===== config.mk =====
export PLATFORM = sky130hd
export DESIGN_NAME = spi_deserializer
export DESIGN_NICKNAME = d
export VERILOG_FILES = /design/src/rtl/spi_pkg.sv /design/src/rtl/spi_bit_counter.sv /design/src/rtl/spi_deserializer.sv
export SDC_FILE = /design/constraint.sdc
export NUM_CORES = 1
export LEC_CHECK = 0
export CAP_MARGIN = 20
export CORE_MARGIN = 4
export CORE_UTILIZATION = 44
export DETAILED_ROUTE_END_ITERATION = 12
export GPL_ROUTABILITY_DRIVEN = 0
export PLACE_DENSITY = 0.77
export SLEW_MARGIN = 40
export SYNTH_ARGS = -nofsm -noshare
export SYNTH_HDL_FRONTEND = slang
export SYNTH_SLANG_ARGS = --single-unit

===== constraint.sdc =====
create_clock -name clk -period 1.4 [get_ports clk]
set_input_delay 0.21 -clock clk [delete_from_list [all_inputs] [get_ports clk]]
set_output_delay 0.21 -clock clk [all_outputs]
set_load 0.01 [all_outputs]

===== src/rtl/spi_pkg.sv =====
// rtl/spi_pkg.sv - shared FSM state type and default word width for the SPI deserializer
package spi_pkg;

  typedef enum logic {
    IDLE = 1'b0,
    RECV = 1'b1
  } state_t;

  localparam int DEFAULT_BUS_WIDTH = 8;

endpackage


===== src/rtl/spi_bit_counter.sv =====
// rtl/spi_bit_counter.sv - bit position counter, wraps after the last bit of a word
module spi_bit_counter #(
  parameter int bus_width = spi_pkg::DEFAULT_BUS_WIDTH
) (
  input  logic clk,
  input  logic rst,
  input  logic i_clr,
  input  logic i_inc,
  output logic o_wrap
);

  localparam int CW = $clog2(bus_width);
  localparam logic [CW-1:0] LAST = CW'(bus_width - 1);

  logic [CW-1:0] r_count;
  logic          w_at_last;

  assign w_at_last = (r_count == LAST);
  // o_wrap marks the sample that completes a word
  assign o_wrap    = i_inc & ~i_clr & w_at_last;

  always_ff @(posedge clk or negedge rst) begin
    if (!rst) begin
      r_count <= '0;
    end else if (i_clr) begin
      r_count <= '0;
    end else if (i_inc) begin
      r_count <= w_at_last ? '0 : r_count + 1'b1;
    end
  end

endmodule


===== src/rtl/spi_deserializer.sv =====
// rtl/spi_deserializer.sv - serial-to-parallel receiver with held word, valid and overrun flags
// Build option: SPI_DESER_LSB_FIRST_EN selects LSB-first shifting (default MSB-first).
module spi_deserializer
  import spi_pkg::*;
#(
  parameter int bus_width = DEFAULT_BUS_WIDTH
) (
  input  logic                 clk,
  input  logic                 rst,
  input  logic                 cs_n,
  input  logic                 enable,
  input  logic                 s_data,
  input  logic                 rd_ack,
  input  logic                 ovr_clr,
  output logic [bus_width-1:0] p_data,
  output logic                 data_valid,
  output logic                 busy,
  output logic                 overrun
);

  state_t               r_state;
  logic [bus_width-1:0] r_shreg;
  logic [bus_width-1:0] r_p_data;
  logic                 r_data_valid;
  logic                 r_overrun;

  logic                 w_sample;
  logic                 w_wrap;
  logic                 w_overrun_evt;
  logic [bus_width-1:0] w_next_shreg;

  assign w_sample = enable & ~cs_n;

`ifdef SPI_DESER_LSB_FIRST_EN
  assign w_next_shreg = {s_data, r_shreg[bus_width-1:1]};
`else
  assign w_next_shreg = {r_shreg[bus_width-2:0], s_data};
`endif

  // An ack landing on the completing edge consumes the old word, so no overrun
  assign w_overrun_evt = w_wrap & r_data_valid & ~rd_ack;

  spi_bit_counter #(
    .bus_width(bus_width)
  ) u_bit_counter (
    .clk   (clk),
    .rst   (rst),
    .i_clr (cs_n),
    .i_inc (w_sample),
    .o_wrap(w_wrap)
  );

  always_ff @(posedge clk or negedge rst) begin
    if (!rst) begin
      r_state      <= IDLE;
      r_shreg      <= '0;
      r_p_data     <= '0;
      r_data_valid <= 1'b0;
      r_overrun    <= 1'b0;
    end else begin
      if (cs_n) begin
        r_state <= IDLE;
        r_shreg <= '0;
      end else if (w_sample) begin
        r_shreg <= w_next_shreg;
        if (w_wrap) begin
          r_state  <= IDLE;
          r_p_data <= w_next_shreg;
        end else begin
          r_state <= RECV;
        end
      end

      if (w_wrap) begin
        r_data_valid <= 1'b1;
      end else if (rd_ack) begin
        r_data_valid <= 1'b0;
      end

      if (w_overrun_evt) begin
        r_overrun <= 1'b1;
      end else if (ovr_clr) begin
        r_overrun <= 1'b0;
      end
    end
  end

  assign p_data     = r_p_data;
  assign data_valid = r_data_valid;
  assign overrun    = r_overrun;
  assign busy       = (r_state == RECV);

endmodule

Yosys cells after proc, flatten, opt, wreduce, memory -nomap -nowiden
Index checks and enable logic that the tools add are counted.

storage, ports and cells
  register bits = 21
  bits of input ports = 7
  output and inout port bits = 11
  word-level logic and storage cells = 31

operators by class
  $add $sub $neg = 1
  equality and inequality tests = 1
  muxes and demuxes = 12
  bitwise gates (word level) = 7
  reduce and logical (&&, ||, !) cells = 4

operators with widths
  cell                                                           count
  7-bit 2-to-1 mux                                               2
  3-bit 2-to-1 mux                                               3
  1-bit 2-to-1 mux                                               7
  2-bit nonzero test                                             3
  1-bit AND                                                      5
  3-bit by 1-bit adder with 3-bit output, second input constant  1
  3-bit equality test, second input constant                     1
  3-bit AND reduction                                            1
  1-bit inverter                                                 2

Logic depth before layout (Yosys ltp)
Gate-level depths: netlist of the first run.

  word-level depth = 7
  mapped depth = 5
  depth with buffers taken out = 4

Cells and area by module
From an unflattened synthesis of the first run, not the netlist that was laid out.

second synthesis, totals
  cell total of the unflattened synthesis = 65
  area total of the unflattened synthesis = 884.6 µm²

modules (own cells, without submodules)
  module            instances  cells each  area an instance (µm²)  sequential area each (µm²)
  spi_deserializer  1          51          725.7                   450.4
  spi_bit_counter   1          14          158.9                   75.1

Worst setup path before layout of the first run
No wires, ideal clock.

  kind = register -> register
  from = register u_bit_counter.r_count[0]
  to = register r_p_data[0] (netlist: p_data[0])
  library setup time = 125 ps
  arrival = 1,299 ps
  required time = 1,275 ps
  setup slack = -24 ps
  cell stages (with the launch flop) = 6
  buffers on the path = 1
  clock period less this slack = 1,424 ps
  path through = dfrtp_1 ha_1 ha_1 nand3b_1 buf_6 mux2_4

between the ends
  cells in the longest elaborated chain, start to end = 3

ends and longest elaborated chain
  item                                  line                    RTL
  from (decl)                           spi_bit_counter.sv:15   logic [CW-1:0] r_count;
  from (signal assigned)                spi_bit_counter.sv:28   r_count <= w_at_last ? '0 : r_count + 1'b1;
  3-bit equality test                   spi_bit_counter.sv:18   assign w_at_last = (r_count == LAST);
  1-bit AND                             spi_bit_counter.sv:20   assign o_wrap = i_inc & ~i_clr & w_at_last;
  3-bit AND reduction (no source line)  -
  to (signal assigned)                  spi_deserializer.sv:68  r_p_data <= w_next_shreg;
  to (decl)                             spi_deserializer.sv:23  logic [bus_width-1:0] r_p_data;

No other way between the ends.
A chain may end at the register's enable or synchronous reset.

Worst setup path in the final report of the first run
  from = register u_bit_counter.r_count[0]
  to = register r_p_data[3] (netlist: p_data[3])

Same word-level chain as after synthesis.

==> results of run 1 <==
## what timing repair did
action                                  in CTS  in global routing
gates resized for setup                     14                  0
pin swaps                                    1                  1
setup buffers                                1                  0
endpoints found under the setup margin      20                  9
## cells in the mapped netlist, drive strengths merged
cell type / number
o22ai: 1
ha: 2
buf: 2
mux2i: 8
inv: 1
a21oi: 3
mux2: 8
dfrtp: 21
clkbuf: 1
nand3b: 2
nand2: 1
nand2b: 5
nor2: 8
or3b: 1
## logic make-up (layout without fill, tap and decap cells)
logic type,count (synthesis),count (layout),synth area share (%)
flip-flops,21,21,59.2
AO/OA/AOI/OAI,4,4,2.40
AND/OR/NAND/NOR,17,17,10.0
adder cells (fa/ha/maj),2,2,2.82
multiplexers,16,16,22.6
buffers and inverters,4,29,2.96
## per-stage QoR
stage | hold slack (ns) | TNS, ns | util, % | instances
finish | 0.223 | -0.462 | 64.6 | 114
global route | 0.252 | -0.774 | 64.6 | 114
CTS | 0.228 | -0.519 | 64.6 | 114
detailed placement | 0.492 | -0.593 | 62.5 | 109
global placement | 0.490 | -0.254 | 62.5 | 109
floorplan | -0.0856 | 0 | - | 64
## registers in the layout (all words and copies together) (netlist names)
register / cells
overrun: 1
busy: 1
data_valid: 1
r_shreg: 7
p_data: 8
u_bit_counter.r_count: 3
## cells in the final DEF, fill, tap and decap left out, drive strengths merged, types with 3 or more instances in the layout
cell and count:
a21oi 3, buf 7, clkbuf 3, clkdlybuf4s50 6
dfrtp 21, dlygate4sd2 11, mux2 8, mux2i 8
nand2b 5, nor2 8
## worst min-delay path by stage
stage                                          end
after floorplan                               busy
after global placement                  data_valid
after detailed placement                 p_data[7]
after CTS                 u_bit_counter.r_count[1]
after global routing                     p_data[1]
final                                   data_valid
## power by group through the flow
stage                     logic [W]  registers [W]  clock network, W
after detailed placement  0.0000834       0.000634                 0
after global routing      0.0000973       0.000625          0.000328
after CTS                 0.0000886       0.000623          0.000304
after floorplan           0.0000315       0.000634                 0
final                     0.0000874       0.000623          0.000292
after global placement    0.0000819       0.000634                 0
## cell type report
class | count | area [sq um]
timing repair buffer | 24 | 234
tap | 25 | 31.3
sequential | 21 | 526
clock buffer | 3 | 22.5
multi-input combinational | 39 | 354
fill | 153 | 644
clock inverter | 1 | 5.00
inverter | 1 | 3.75
## per-layer routing
metal  vias to the layer above  track usage (%)  wire length [um]  part of all wire (%)
met5                         -                0                 0                     0
met4                         0             3.83                12                  0.76
met3                         2             5.07                97                   6.1
met2                        18             24.0               814                    51
met1                       275             15.2               657                    42
li1                        266                -                 -                     -
==> metrics.txt, run 1 <==
# TYPE chip_impl_metric gauge
chip_impl_info{name="run_status",value="finished with violations"} 1
chip_impl_info{name="violations",value="setup timing"} 1
chip_impl_metric{name="placeableCoreArea",unit="sq um"} 1820
chip_impl_metric{name="clock_tree.buffer_depth",unit=""} 2
chip_impl_metric{name="worstSkewPairLatency",unit="ns"} 0.30
chip_impl_metric{name="drt_iter0_drc",unit=""} 6
chip_impl_metric{name="setup_viol",unit=""} 8
chip_impl_info{name="yosys-top-cells-area",value="sky130_fd_sc_hd__dfrtp_1, sky130_fd_sc_hd__mux2_4, sky130_fd_sc_hd__mux2i_1"} 1
chip_impl_metric{name="detail_route.wl_per_cell",unit="um"} 13.9
chip_impl_info{name="worstHoldPathType",value="in2async"} 1
chip_impl_metric{name="io-pin-count",unit=""} 18
chip_impl_info{name="critical_path.slowest_cell",value="sky130_fd_sc_hd__dfrtp_1"} 1
chip_impl_metric{name="total_of_flip_flops_plus_latches_after_synthesis",unit=""} 21
chip_impl_metric{name="cts_hold_repair.buffers",unit=""} 0
chip_impl_metric{name="post_synth_inst_count",unit=""} 64
chip_impl_metric{name="cts_htree_levels",unit=""} 1
chip_impl_metric{name="worstPathBufferInverterCount",unit=""} 1
chip_impl_metric{name="finalNetCount",unit=""} 99
chip_impl_metric{name="power_frac_comb",unit="%"} 8.7
chip_impl_metric{name="die_x",unit="um"} 52.9
chip_impl_metric{name="finalWorstSetupSlack",unit="ns"} -0.0611
chip_impl_info{name="crit_path_end",value="p_data[3]"} 1
chip_impl_metric{name="first_global_vias",unit=""} 621
chip_impl_metric{name="critPathMaxFanout",unit=""} 9
chip_impl_metric{name="number_of_nets_produced_by_synthesis",unit=""} 73
chip_impl_info{name="critPathKind",value="reg2reg"} 1
chip_impl_info{name="worst_setup_path_start",value="u_bit_counter.r_count[0]"} 1
chip_impl_metric{name="grt_antenna_before_repair",unit=""} 0
chip_impl_metric{name="maximum_number_of_pins_on_one_net_before_global_route_repair",unit=""} 22
chip_impl_metric{name="final_layout_size_suffix_gt1_share",unit="%"} 24.7
chip_impl_info{name="critPathLaunchType",value="flop"} 1
chip_impl_metric{name="power.clock.fraction",unit="%"} 29.1
chip_impl_metric{name="place_ws",unit="ns"} -0.0787
chip_impl_metric{name="ys_seq_area_share",unit="%"} 59.2
chip_impl_metric{name="leakagePower",unit="nW"} 0.643
chip_impl_metric{name="syn_area",unit="sq um"} 887
chip_impl_metric{name="worst_pin_slew",unit="ns"} 0.253
chip_impl_metric{name="detailroute.via_count",unit=""} 561
chip_impl_info{name="synth.largest_area_cell",value="sky130_fd_sc_hd__dfrtp_1"} 1
chip_impl_info{name="rsz0062_at_grt",value="true"} 1
chip_impl_info{name="critical_path_cell_by_cell",value="ha_2, ha_4, nand3b_1, buf_12, mux2_4"} 1
chip_impl_metric{name="number_of_different_library_cells_in_the_post_synthesis_netlist",unit=""} 15
chip_impl_info{name="crit-reg2reg-launch",value="u_bit_counter.r_count[0]"} 1
chip_impl_metric{name="area_growth_syn_to_layout",unit="%"} 32.6
chip_impl_metric{name="antenna_violating_nets_post_route",unit=""} 0
chip_impl_metric{name="power.total",unit="W"} 0.00100
chip_impl_metric{name="placed_standard_cell_area",unit="sq um"} 1140
chip_impl_metric{name="cp_data_required_time",unit="ns"} 1.60
chip_impl_metric{name="max_freq",unit="MHz"} 684
chip_impl_metric{name="max-vdd-ir-drop",unit="V"} 0.000789
chip_impl_info{name="path_delay_family",value="flip-flops"} 1
chip_impl_metric{name="cellPowerDensity",unit="nW/um^2"} 852
chip_impl_metric{name="reg2reg_setup_slack",unit="ns"} -0.06
chip_impl_metric{name="hpwl",unit="mm"} 1.08
chip_impl_metric{name="overall_global_routing_resource_usage",unit="%"} 13.6
chip_impl_metric{name="vias_per_cell",unit=""} 4.92
chip_impl_metric{name="std_cell_rows",unit=""} 15
chip_impl_metric{name="power.share.sequential",unit="%"} 62.2
chip_impl_metric{name="timing.slew.headroom",unit="%"} 83.1
chip_impl_metric{name="fin_crit",unit="ns"} 1.46
chip_impl_metric{name="wire_length_of_the_first_global_routing_pass",unit="mm"} 2.70
chip_impl_metric{name="slew_violations",unit=""} 0
chip_impl_metric{name="io_buffer_count",unit=""} 17
chip_impl_metric{name="max-cap-violations",unit=""} 0
chip_impl_metric{name="postRouteWirelength",unit="mm"} 1.58
chip_impl_metric{name="timing_hold_violations_final",unit=""} 0
chip_impl_info{name="worst_setup_path_end_kind",value="flop"} 1
chip_impl_info{name="critical_path.reg2reg.endpoint",value="p_data[3]"} 1
chip_impl_metric{name="avgSynthCellArea",unit="sq um"} 13.9
chip_impl_metric{name="yosysWarningCount",unit=""} 0
chip_impl_metric{name="route.detailed.drc",unit=""} 0
chip_impl_metric{name="clk_pin_slew",unit="ns"} 0.12
chip_impl_metric{name="power_report.internal_total",unit="W"} 0.000770
chip_impl_metric{name="die_area",unit="sq um"} 2800
chip_impl_metric{name="cts_sinks",unit=""} 21
chip_impl_metric{name="netSwitchingFraction",unit="%"} 23.2
chip_impl_info{name="cts_tree",value="yes"} 1
chip_impl_metric{name="final_cycle_utilization_of_the_critical_path",unit="%"} 104
chip_impl_metric{name="num_antenna_cells",unit=""} 0
chip_impl_info{name="cts-root-buf",value="sky130_fd_sc_hd__clkbuf_4"} 1
chip_impl_metric{name="chipHeight",unit="um"} 52.9
chip_impl_metric{name="overflow",unit=""} 0
chip_impl_metric{name="synth_top_cell_area_share",unit="%"} 59.2
chip_impl_metric{name="timing.critical_path.slowest_cell_delay",unit="ns"} 0.42
chip_impl_metric{name="start_util",unit="%"} 48.7
chip_impl_metric{name="netSwitchingPower",unit="W"} 0.000233
chip_impl_metric{name="cp_num_cells",unit=""} 5
chip_impl_metric{name="critical_path_arrival",unit="ns"} 1.66
chip_impl_metric{name="timing.clock.skew",unit="ns"} 0.00235
chip_impl_metric{name="cts_made_buffers",unit=""} 3
chip_impl_metric{name="fin_area",unit="sq um"} 1180
chip_impl_metric{name="dr.pass1.iters",unit=""} 4
chip_impl_metric{name="number_of_cells_traversed_by_the_worst_register_to_register_path",unit=""} 5
Power figures use the tool's default switching activity.
==> run 2, diff against run 1 <==
GPL_ROUTABILITY_DRIVEN = 1   (was 0)
==> results of run 2 <==
Same layout as run 1: the final DEF is identical, and so are final timing and power.
==> run 3, diff against run 2 <==
HOLD_SLACK_MARGIN = 0.03   (was unset)
==> results of run 3 <==
Same layout as run 1: the final DEF is identical, and so are final timing and power.
